**config.mk**
```make
export PLATFORM = sky130hd
export DESIGN_NAME = ex_result_buffer
export DESIGN_NICKNAME = d
export VERILOG_FILES = /design/src/rtl/ex_result_buffer.sv
export SDC_FILE = /design/constraint.sdc
export NUM_CORES = 1
export LEC_CHECK = 0
export ABC_AREA = 1
export CAP_MARGIN = 5
export CORE_ASPECT_RATIO = 0.75
export CORE_MARGIN = 4
export CORE_UTILIZATION = 35
export CTS_CLUSTER_DIAMETER = 100
export DETAILED_ROUTE_END_ITERATION = 8
export GPL_TIMING_DRIVEN = 0
export PLACE_DENSITY = 0.7
export SLEW_MARGIN = 10
export SYNTH_ARGS = -nofsm -noshare
export SYNTH_HDL_FRONTEND = slang
export SYNTH_SLANG_ARGS = --single-unit
```
**constraint.sdc**
```tcl
create_clock -name clk -period 1.99 [get_ports clk]
set_input_delay 0.398 -clock clk [delete_from_list [all_inputs] [get_ports clk]]
set_output_delay 0.398 -clock clk [all_outputs]
set_load 0.02 [all_outputs]
```
**src/rtl/ex_result_buffer.sv**
```systemverilog
// ex_result_buffer: registered ALU-to-memory handoff with branch resolution and a 2-entry skid buffer
module ex_result_buffer #(
    parameter int WIDTH      = 32,
    parameter int REG_ADDR_W = 5,
    parameter int CNT_W      = 16
) (
    input  logic                  clk,
    input  logic                  rst_n,
    input  logic                  in_valid,
    output logic                  in_ready,
    input  logic [WIDTH-1:0]      in_result,
    input  logic                  in_zero,
    input  logic                  in_negative,
    input  logic                  in_overflow,
    input  logic                  in_carry,
    input  logic [REG_ADDR_W-1:0] in_rd,
    input  logic                  in_reg_we,
    input  logic                  in_is_branch,
    input  logic [2:0]            in_br_funct3,
    input  logic                  flush,
    output logic                  out_valid,
    input  logic                  out_ready,
    output logic [WIDTH-1:0]      out_result,
    output logic [REG_ADDR_W-1:0] out_rd,
    output logic                  out_reg_we,
    output logic                  out_br_taken,
    output logic [3:0]            out_flags,
    output logic [CNT_W-1:0]      stall_cnt
);
    typedef enum logic [1:0] {EMPTY, ONE, TWO} state_t;
    typedef struct packed {
        logic [WIDTH-1:0]      result;
        logic [REG_ADDR_W-1:0] rd;
        logic                  we;
        logic                  taken;
        logic [3:0]            flags;
    } entry_t;
    state_t state;
    entry_t main_q, skid_q, cap;
    logic base, cond, accept, pop;
    assign in_ready     = state != TWO;
    assign out_valid    = state != EMPTY;
    assign accept       = in_valid && in_ready;
    assign pop          = out_valid && out_ready;
    assign out_result   = main_q.result;
    assign out_rd       = main_q.rd;
    assign out_reg_we   = main_q.we;
    assign out_br_taken = main_q.taken;
    assign out_flags    = main_q.flags;
    // Odd funct3 values invert the even condition; 010/011 never branch
    always_comb begin
        base = in_br_funct3[2:1] == 2'b00 ? in_zero :
               in_br_funct3[2:1] == 2'b10 ? in_negative ^ in_overflow :
               in_br_funct3[2:1] == 2'b11 ? in_carry : 1'b0;
        cond = in_br_funct3[2:1] == 2'b01 ? 1'b0 : base ^ in_br_funct3[0];
        cap  = '{result: in_result,
                 rd:     in_rd,
                 we:     in_reg_we && !in_is_branch && in_rd != '0,
                 taken:  in_is_branch && cond,
                 flags:  {in_negative, in_zero, in_overflow, in_carry}};
    end
    // Occupancy state, head/skid storage and saturating stall counter; flush only empties
    always_ff @(posedge clk) begin
        if (!rst_n) begin
            state     <= EMPTY;
            main_q    <= '0;
            skid_q    <= '0;
            stall_cnt <= '0;
        end else begin
            if (out_valid && !out_ready && stall_cnt != '1)
                stall_cnt <= stall_cnt + 1'b1;
            if (flush)
                state <= EMPTY;
            else
                case (state)
                    EMPTY: if (accept) begin
                        state  <= ONE;
                        main_q <= cap;
                    end
                    ONE: if (accept && pop) main_q <= cap;
                    else if (accept) begin
                        state  <= TWO;
                        skid_q <= cap;
                    end else if (pop) state <= EMPTY;
                    TWO: if (pop) begin
                        state  <= ONE;
                        main_q <= skid_q;
                    end
                    default: state <= EMPTY;
                endcase
        end
    end
endmodule
```
; ---- After elaboration in Yosys (flattened, before gate mapping)
; Index checks and enable logic that the tools add are counted.
[word_totals]
ff_bits = 104
out_inout_bits = 61
input_bits = 51
wordCells = 63
[op_classes]
mux = 14
addsub = 1
n_eq_ne = 12
n_bitwise = 5
reduce_logical = 19
[op_table]
columns = cell, count
row1 = two-way mux 43 bit, 3
row2 = case mux 43 bit (3 select lines), 1
row3 = "adder 16 x 1 -> 16 bit, second input constant", 1
row4 = "!= test 16 bit, second input constant", 1
row5 = two-way mux 2 bit, 5
row6 = "!= test 2 bit, second input constant", 5
row7 = logical AND 1 bit, 8
row8 = AND reduction 4 bit, 2
row9 = "equality test 2 bit, second input constant", 3
row10 = case mux 2 bit (3 select lines), 1
row11 = AND reduction 5 bit, 1
row12 = nonzero test 5 bit, 1
row13 = "equality test 2 x 1 -> 1 bit, second input constant", 2
row14 = logical NOT 2 bit, 2
row15 = two-way mux 1 bit, 4
row16 = "!= test 3 bit, second input constant", 1
row17 = NOT 1 bit, 3
row18 = nonzero test 3 bit, 1
row19 = logical NOT 1 bit, 2
row20 = nonzero test 2 bit, 1
row21 = OR reduction 2 bit, 1
row22 = bitwise XOR 1 bit, 2

; ---- Longest topological paths before layout
; Gate-level depths: netlist of the first run.
[logic_depth]
ltp_word = 9
ltp_mapped = 9
ltp_nobuf = 8

; ---- Worst setup path after synthesis of the first run
; No wires, ideal clock.
[synth_path]
kind = reg-to-reg
from = register stall_cnt[0]
to = register stall_cnt[10]
setup_ns = 0.070
period_less_slack_ns = 1.692
stages_incl_launch_ff = 9
path_buffers = 1
setup_slack_ns = 0.298
required_ns = 1.920
arrival_ns = 1.622
cell_sequence = dfxtp_1 > ha_1 > nand2_2 > nor2_4 > nand2_4 > o21ai_4 > buf_6 > nand2_1 > a21oi_2
[synth_via]
elab_chain_cells = 2
word_cells_on_any_way = 3
classes_between = add/sub: 1 / eq/ne: 1 / reduce/logical: 1
[synth_lines]
columns = element, line_no
row1 = start: declaration, 28  ; output logic [CNT_W-1:0] stall_cnt
row2 = start signal: assignment, 71  ; stall_cnt <= stall_cnt + 1'b1;
row3 = branches (longest 2 deep; another with adder 16 x 1 -> 16 bit), -
; Several ways; the timed one is not identified.
; A chain may end at the register's enable or synchronous reset.

; ---- Final worst setup path of the first run
[layout_path]
from = register state[1]
to = output port out_valid
[layout_via]
elab_chain_cells = 1
[layout_lines]
columns = element, line_no
row1 = start: declaration, 38  ; state_t state;
row2 = start signal: assignment, 65  ; state <= EMPTY;
row3 = start signal: assignment, 73  ; state <= EMPTY;
row4 = start signal: assignment, 77  ; state <= ONE;
row5 = nonzero test 2 bit, 42  ; assign out_valid = state != EMPTY;
row6 = end: declaration, 21  ; output logic out_valid,
; Every way passes these cells.

==> flow_summary_export.csv, run 1 <==
group,metric,value,unit
drt,route.detailed.drc,0,
worst_hold_path,min_path_cells,2,
critical_path,critPathRequiredTime,1590,ps
sta,fin_ws,98.4,ps
synthesis,yosys_warnings,0,
sta,slew_headroom,51.5,%
critical_path,worstReg2RegEnd,"stall_cnt[10]",
drt,via_count,4522,
sta,hold_violations,0,
clocking,clock_tree.buffer_depth,2,
critical_path,start_kind,"flop",
power_and_ir_drop,peakVddDrop,0.401,mV
critical_path,critPathBufInv,2,
power_and_ir_drop,p_leak,0.00232,µW
finish,regArea,2080,µm²
worst_hold_path,hp-start,"skid_q[31]",
clocking,h-tree-depth,3,
placement,place_congestion,0.853,
power_and_ir_drop,internal-power,3610,µW
die,die_x,141,µm
synthesis,syn_nets,709,
drt,routed_wl,12.7,mm
finish,finalNonFillerCells,953,
synthesis,synth_xor_area_share,1.50,%
critical_path,critPathTopFamily,"buffers and inverters",
drt,initialDrtViolationCount,312,
sta,clock_skew,5.03,ps
global_routing,grt_antenna_before_repair,0,
power_and_ir_drop,power_frac_comb,11.3,%
critical_path,worst_r2r_path_depth,8,
clocking,post_cts_buffers,0,
clocking,cts_tree,"done",
sta,fin_crit_sh,95.1,%
worst_hold_path,hp-class,"reg -> reg",
critical_path,slowest_stage,"clkdlybuf4s50_1",
finish,post_route_cells_drive_above_1_share,7.67,%
sta,rsz0062_at_grt,"no",
critical_path,max_stage_delay,610,ps
power_and_ir_drop,power,4680,µW
sta,finalSetupTns,0,ps
sta,period_needed,1890,ps
power_and_ir_drop,power_density,740,nW/µm²
critical_path,cp-end-kind,"primary output",
power_and_ir_drop,p_clk_share,42.4,%
clocking,root_buffer,"clkbuf_16",
synthesis,synth_top_family_by_area,"simple AND/OR/NAND/NOR gates",
critical_path,worstSetupPathType,"reg -> out",
critical_path,reg2reg_from,"stall_cnt[0]",
power_and_ir_drop,p_sw_share,22.8,%
drt,wire_per_inst,13.3,µm
synthesis,yosysSeqAreaShare,44.6,%
global_routing,grt_pass1_vias,4140,
clocking,path_clk_slew,70,ps
synthesis,synth-seq-cells,104,
synthesis,synthAdderAreaFrac,0.268,%
synthesis,synth_compound_area_share,21.9,%
finish,final.fill_count,1351,
sta,fmax,529,MHz
critical_path,crit_path_cell_trace,"inv_2, nand2_1, clkdlybuf4s50_1",
die,die-area,15300,µm²
sta,maxSlewViolCount,0,
die,die_h,108,µm
sta,setup_viol,0,
synthesis,netlist_area,4660,µm²
placement,dp_hpwl,9.59,mm
critical_path,r2r_slack,170,ps
clocking,cts.sinks,104,
clocking,postCtsHoldBufs,0,
clocking,insertion_delay,340,ps
finish,area_growth,35.6,%
run,drv_cap,0,
global_routing,grtUsageTotal,16.8,%
worst_hold_path,hold_end,"skid_q[31]",
die,rows,36,
power_and_ir_drop,p_seq_share,46.3,%
synthesis,synth.area.mux_share,0,%
run_status,status,"complete, no violations",
die,start_util,35.8,%
global_routing,grt_remaining_overflow,0,
finish,multi_input_area,2140,µm²
sta,tightest_slew,728,ps
synthesis,avgSynthCellArea,7.10,µm²
drt,firstDrtPassIters,5,
drt,ant_nets,0,
global_routing,grt_pass1_wl,20.8,mm
synthesis,synth.distinct_cells,29,
power_and_ir_drop,power_switching,1070,µW
critical_path,path_max_fanout,4,
finish,nets,830,
placement,pre_cts_slack,-201,ps
die,core_area,13000,µm²
finish,diodes,0,
clocking,numCtsBuffers,9,
finish,final_core_util,48.6,%
drt,via_per_inst,4.75,
synthesis,yosys.area_share.simple,22.3,%
critical_path,crit_start,"state[1]",
die,io-pin-count,112,
synthesis,synth_cells,657,
placement,dp.cells,939,
critical_path,cp.arrival,1490,ps
global_routing,grt_max_degree,20,
placement,port_buffers,111,
==> area by class of cell <==
type / count / area share [%]
timing repair buffer: 111 / 17.6
tap: 171 / 3.38
inverter: 61 / 3.62
buffer: 37 / 3.32
multi-input combinational: 454 / 33.9
clock inverter: 5 / 1.68
sequential: 104 / 32.9
clock buffer: 10 / 3.62
==> registers in the layout (all words and copies together), names as in the netlist <==
register      cells
out_br_taken      1
out_flags         4
out_rd            5
out_reg_we        1
out_result       32
skid_q           43
stall_cnt        16
state             2
==> power by group through the flow <==
stage | sequential [µW] | clock (µW) | combinational (µW)
6_report | 2170 | 1990 | 530
2_1_floorplan | 2270 | 0 | 207
4_1_cts | 2170 | 2030 | 535
5_1_grt | 2170 | 2120 | 587
3_3_place_gp | 2210 | 0 | 530
3_5_place_dp | 2210 | 0 | 533
==> cell usage after synthesis, drive strengths merged <==
cell type | number | area, µm²
a211oi | 1 | 7.51
a21oi | 103 | 553
buf | 18 | 134
clkbuf | 20 | 75.1
dfxtp | 104 | 2080
ha | 1 | 12.5
inv | 61 | 229
nand2 | 195 | 759
nand3 | 13 | 70.1
nand3b | 1 | 7.51
nand4 | 6 | 37.5
nor2 | 35 | 151
nor3 | 2 | 15.0
o21ai | 89 | 460
xnor2 | 2 | 17.5
xor2 | 6 | 52.6
==> kinds of logic (layout without fill, tap and decap cells) <==
kind of cell | count (synthesis) | in the layout
AND/OR/NAND/NOR | 252 | 252
AO/OA/AOI/OAI | 193 | 193
flip-flops | 104 | 104
buffers and inverters | 99 | 224
XOR/XNOR | 8 | 8
adder cells (fa/ha/maj) | 1 | 1
==> per-stage QoR <==
step	hold WS [ps]	area, µm²
floorplan	425	4660
global placement	434	5990
detailed placement	439	5990
CTS	449	6320
global route	471	6330
finish	446	6330
==> routing by layer <==
metal | part of all wire, % | wire length, µm | GRT usage, %
met2 | 43 | 5460 | 25.9
met1 | 50 | 6320 | 24.3
met4 | 0.28 | 36 | 2.14
met3 | 6.8 | 865 | 4.69
met5 | 0 | 0 | 0
==> how the worst max path moves through the flow <==
stage | slack (ps) | endpoint | depth (start not counted)
after floorplan | 300 | stall_cnt[10] | 8
after global placement | -220 | out_rd[3] | 5
after detailed placement | -200 | out_rd[3] | 5
after CTS | 40 | in_ready | 3
after global routing | 20 | out_result[0] | 5
final | 100 | out_valid | 3
==> timing repair <==
action / in CTS / in global routing
gates resized for setup: 2 / 2
endpoints found under the hold margin: 0 / 0
endpoints found under the setup margin: 1 / 1
gates cloned: 0 / 0
==> placed cells by master (no fill, tap or decap), drive strengths merged, types with 2 or more instances in the layout <==
master         instances
a21oi                103
nor2                  35
xnor2                  2
o21ai                 89
nand2                195
dfxtp                104
clkbuf                30
nor3                   2
clkdlybuf4s50        110
bufinv                 3
xor2                   6
inv                   61
nand4                  6
buf                   17
nand3                 13
==> worst reg2reg max path, cell delays in order, from the launching register on <==
cell	delay (ps)
dfxtp_1	470
ha_1	320
nand2_2	110
nor2_4	140
nand2_4	80
o21ai_4	230
buf_6	200
nand2_1	80
a21oi_2	120
Note: power is estimated with default switching activity, not from simulation.
==> run 2: changes to the inputs <==
--- a/config.mk
+++ b/config.mk
@@ -10,6 +10,7 @@
 export CORE_ASPECT_RATIO = 0.75
 export CORE_MARGIN = 4
 export CORE_UTILIZATION = 35
+export CTS_BUF_LIST = sky130_fd_sc_hd__clkbuf_16
 export CTS_CLUSTER_DIAMETER = 100
 export DETAILED_ROUTE_END_ITERATION = 8
 export GPL_TIMING_DRIVEN = 0
==> run 2 against run 1 <==
Compared with the run above: design area unchanged; global-route usage unchanged; critical endpoint unchanged; register-to-register slack about the same; largest cell class unchanged; die area unchanged; utilization unchanged; sequential share of layout area unchanged; fmax unchanged; clock skew unchanged; clock power about the same; wire length unchanged.
==> flow_summary_export.csv, run 2 (synthesized netlist as in run 1, its figures left out) <==
group,metric,value,unit
placement,port_buffers,111,
critical_path,worstReg2RegEnd,"stall_cnt[10]",
critical_path,path_max_fanout,4,
critical_path,path_depth,3,
sta,period_needed,1890,ps
finish,final.fill_count,1351,
run_status,status,"complete, no violations",
clocking,cts_tree,"done",
finish,post_route_cells_drive_above_1_share,7.67,%
global_routing,grt_pass1_vias,4140,
die,die_h,108,µm
sta,fmax,529,MHz
drt,ant_nets,0,
finish,final_cell_area,6330,µm²
drt,routed_wl,12.7,mm
critical_path,critPathBufInv,2,
drt,via_per_inst,4.75,
global_routing,grt_use_met3,4.69,%
sta,tightest_slew,728,ps
finish,multi_input_area,2140,µm²
critical_path,cp.arrival,1490,ps
worst_hold_path,hold_end,"skid_q[31]",
global_routing,grt_max_degree,20,
critical_path,reg2reg_from,"stall_cnt[0]",
sta,slew_headroom,51.5,%
sta,clock_skew,5.03,ps
drt,initialDrtViolationCount,312,
placement,place_congestion,0.853,
global_routing,grtUsageTotal,16.8,%
die,start_util,35.8,%
global_routing,grt_pass1_wl,20.8,mm
sta,finalSetupTns,0,ps
placement,dp_hpwl,9.59,mm
worst_hold_path,hp-class,"reg -> reg",
clocking,clock_tree.buffer_depth,2,
clocking,cts.sinks,104,
sta,rsz0062_at_grt,"no",
finish,mostFrequentLayoutCells,"186 x nand2_1, 110 x clkdlybuf4s50_1, 104 x dfxtp_1",
worst_hold_path,hp-start,"skid_q[31]",
drt,route.detailed.drc,0,
drt,wire_per_inst,13.3,µm
critical_path,max_stage_delay,610,ps
die,die-area,15300,µm²
power_and_ir_drop,p_seq_share,46.3,%
power_and_ir_drop,p_leak,0.00232,µW
sta,setup_viol,0,
clocking,numCtsBuffers,9,
critical_path,crit_path_cell_trace,"inv_2, nand2_1, clkdlybuf4s50_1",
critical_path,start_kind,"flop",
critical_path,cp-end-kind,"primary output",
global_routing,grt_remaining_overflow,0,
critical_path,r2r_slack,180,ps
clocking,h-tree-depth,3,
sta,hold_violations,0,
placement,pre_cts_slack,-201,ps
finish,nets,830,
finish,final_common_cell,"nand2_1",
drt,firstDrtPassIters,5,
global_routing,grt_antenna_before_repair,0,
power_and_ir_drop,power_density,739,nW/µm²
critical_path,worstSetupPathType,"reg -> out",
clocking,path_clk_slew,70,ps
power_and_ir_drop,p_sw_share,22.9,%
die,core_area,13000,µm²
critical_path,worst_r2r_path_depth,8,
power_and_ir_drop,peakVddDrop,0.401,mV
clocking,post_cts_buffers,0,
global_routing,use_met1,24.3,%
clocking,root_buffer,"clkbuf_16",
finish,final_core_util,48.6,%
finish,largest_register_ffs,43,
global_routing,grt.busiest_layer,"met2",
finish,top_register,"skid_q",
die,io-pin-count,112,
placement,postPlaceCellArea,5990,µm²
global_routing,met2_usage,25.9,%
die,rows,36,
drt,via_count,4522,
power_and_ir_drop,power_frac_comb,11.3,%
power_and_ir_drop,power_switching,1070,µW
run,drv_cap,0,
critical_path,critPathTopFamily,"buffers and inverters",
die,die_x,141,µm
power_and_ir_drop,internal-power,3610,µW
finish,area_growth,35.6,%
critical_path,slowest_stage,"clkdlybuf4s50_1",
sta,fin_ws,98.4,ps
finish,regArea,2080,µm²
power_and_ir_drop,p_clk_share,42.4,%
finish,diodes,0,
clocking,insertion_delay,340,ps
critical_path,critPathRequiredTime,1590,ps
sta,maxSlewViolCount,0,
sta,fin_crit_sh,95.1,%
worst_hold_path,min_path_cells,2,
run 2: what timing repair did:
action	in CTS	in global routing
setup endpoints to repair	1	1
hold buffers	0	0
gates resized for setup	2	2
run 2: layer usage:
| metal | wire [µm] | part of all wire (%) | vias to the layer above |
|---|---|---|---|
| met3 | 865 | 6.8 | 4 |
| li1 | - | - | 2362 |
| met2 | 5460 | 43 | 138 |
| met1 | 6320 | 50 | 2018 |
| met5 | 0 | 0 | - |
| met4 | 36 | 0.28 | 0 |
run 2: worst max-delay path by stage:
stage                             from             to  slack [ps]
after floorplan           stall_cnt[0]  stall_cnt[10]         300
after global placement           rst_n      out_rd[3]        -220
after detailed placement         rst_n      out_rd[3]        -200
after CTS                     state[1]       in_ready          40
after global routing             rst_n  out_result[0]          20
final                         state[1]      out_valid         100
run 2: cell type report:
class	count	share of cell area (%)
Sequential cell	104	32.9
Multi-Input combinational cell	454	33.9
Tap cell	171	3.38
Clock buffer	9	3.56
Buffer	37	3.32
Timing Repair Buffer	111	17.6
Inverter	61	3.62
Clock inverter	6	1.74
run 2: metrics by stage:
stage	hold slack (ps)	power, µW	cells
floorplan	425	2470	657
global placement	434	2740	939
detailed placement	439	2750	939
CTS	449	4730	953
global route	471	4880	953
finish	446	4680	953
run 2: worst register-to-register path, stage by stage (launching register included):
cell	delay, ps
dfxtp_1	470
ha_1	320
nand2_2	110
nor2_4	140
nand2_4	80
o21ai_4	230
buf_6	200
nand2_1	80
a21oi_2	120
run 2: power by group through the flow:
stage	registers (µW)	logic [µW]	clock network, µW
floorplan	2270	207	0
global placement	2210	530	0
detailed placement	2210	533	0
CTS	2170	535	2030
global route	2170	587	2120
finish	2170	530	1980
==> run 3: changes to the inputs <==
--- a/config.mk
+++ b/config.mk
@@ -8,7 +8,7 @@
 export ABC_AREA = 1
 export CAP_MARGIN = 5
 export CORE_ASPECT_RATIO = 0.75
-export CORE_MARGIN = 4
+export CORE_MARGIN = 1
 export CORE_UTILIZATION = 35
 export CTS_BUF_LIST = sky130_fd_sc_hd__clkbuf_16
 export CTS_CLUSTER_DIAMETER = 100
==> run 3 against run 2 <==
Compared with the run above: non-clock buffer count unchanged; via count down 0.82%; power down 5.2%.
==> flow_summary_export.csv, run 3 (synthesized netlist as in run 1, its figures left out) <==
group,metric,value,unit
drt,initialDrtViolationCount,316,
global_routing,grt_max_degree,20,
power_and_ir_drop,peakVddDrop,0.455,mV
sta,fmax,530,MHz
global_routing,grt_remaining_overflow,0,
finish,final_common_cell,"nand2_1",
die,rows,36,
clocking,h-tree-depth,3,
sta,rsz0062_at_grt,"no",
drt,routed_wl,12.5,mm
power_and_ir_drop,power,4430,µW
drt,via_count,4485,
clocking,clock_tree.buffer_depth,2,
critical_path,crit_path_end,"out_valid",
clocking,insertion_delay,340,ps
sta,setup_viol,0,
finish,post_route_cells_drive_above_1_share,7.66,%
sta,slew_headroom,51.3,%
drt,via_per_inst,4.70,
critical_path,path_max_fanout,4,
global_routing,grt_antenna_before_repair,0,
critical_path,crit_start,"state[1]",
clocking,root_buffer,"clkbuf_16",
clocking,postCtsHoldBufs,0,
critical_path,critPathRequiredTime,1590,ps
global_routing,grt_pass1_wl,20.2,mm
drt,firstDrtPassIters,5,
worst_hold_path,hp-class,"reg -> reg",
drt,route.detailed.drc,0,
critical_path,worst_r2r_path_depth,8,
clocking,numCtsBuffers,9,
finish,nets,830,
worst_hold_path,min_path_cells,2,
sta,period_needed,1890,ps
placement,dp.cells,939,
critical_path,worstSetupPathType,"reg -> out",
clocking,cts.sinks,104,
run_status,status,"complete, no violations",
critical_path,worstReg2RegEnd,"stall_cnt[7]",
clocking,path_clk_slew,60,ps
drt,wire_per_inst,13.1,µm
sta,maxSlewViolCount,0,
clocking,cts_tree,"done",
finish,multi_input_area,2140,µm²
sta,tightest_slew,731,ps
placement,place_congestion,0.868,
worst_hold_path,hp-start,"skid_q[24]",
finish,final.fill_count,1305,
critical_path,reg2reg_from,"stall_cnt[0]",
finish,largest_register_ffs,43,
run,drv_cap,0,
critical_path,start_kind,"flop",
global_routing,grtUsageTotal,18.8,%
finish,diodes,0,
die,start_util,36.0,%
die,die-area,13800,µm²
placement,port_buffers,111,
power_and_ir_drop,power_density,706,nW/µm²
finish,regArea,2080,µm²
finish,final_cell_area,6280,µm²
power_and_ir_drop,p_leak,0.00230,µW
critical_path,r2r_slack,160,ps
critical_path,cp.arrival,1490,ps
finish,mostFrequentLayoutCells,"186 x nand2_1, 110 x clkdlybuf4s50_1, 104 x dfxtp_1",
die,io-pin-count,112,
sta,hold-worst-slack,446,ps
die,die_x,135,µm
finish,area_growth,34.6,%
sta,clock_skew,6.45,ps
sta,hold_violations,0,
drt,ant_nets,0,
placement,postPlaceCellArea,5990,µm²
global_routing,grt_pass1_vias,4013,
placement,dp_hpwl,9.12,mm
critical_path,cp-end-kind,"primary output",
sta,fin_crit_sh,94.9,%
die,die_h,102,µm
finish,finalNonFillerCells,954,
clocking,post_cts_buffers,0,
die,core_area,13000,µm²
finish,top_register,"skid_q",
[run 3: layout make-up]
type	count	share of cell area, %
timing repair buffer	111	17.7
tap	171	3.41
buffer	37	3.35
multi-input combinational	454	34.2
clock buffer	9	3.59
clock inverter	7	1.04
inverter	61	3.65
sequential	104	33.2
[run 3: repair_timing]
item,4_1_cts,5_1_grt
setup endpoints to repair,1,1
hold endpoints to repair,0,0
resized for setup,2,1
[run 3: where the power goes]
part           total (µW)  internal [µW]  switching (µW)  leakage, µW
Sequential           2170           2140            29.3     0.000844
Clock                1740            964             771     0.000140
Combinational         532            249             282      0.00131
[run 3: layer usage]
layer  GRT usage, %  routed length (µm)
met1           27.5                6420
met2           27.9                5130
met3           4.07                 865
met4           4.15                  91
met5              0                   0
[run 3: how the worst min path moves through the flow]
| stage | to | slack (ps) |
|---|---|---|
| floorplan | skid_q[16] | 420 |
| global placement | skid_q[14] | 430 |
| detailed placement | skid_q[15] | 440 |
| CTS | skid_q[15] | 450 |
| global route | skid_q[15] | 460 |
| finish | skid_q[24] | 450 |
[run 3: critical path, cell delays in order (launching register included)]
cell	delay, ps
dfxtp_1	420
inv_2	40
nand2_1	80
clkdlybuf4s50_1	620
[run 3: per-stage QoR]
stage	worst slack (ps)	util, %	setup TNS [ps]
floorplan	298	-	0
global placement	-107	46.2	-3570
detailed placement	-164	46.2	-5560
CTS	25.3	48.4	0
global route	13.5	48.4	0
finish	102	48.4	0
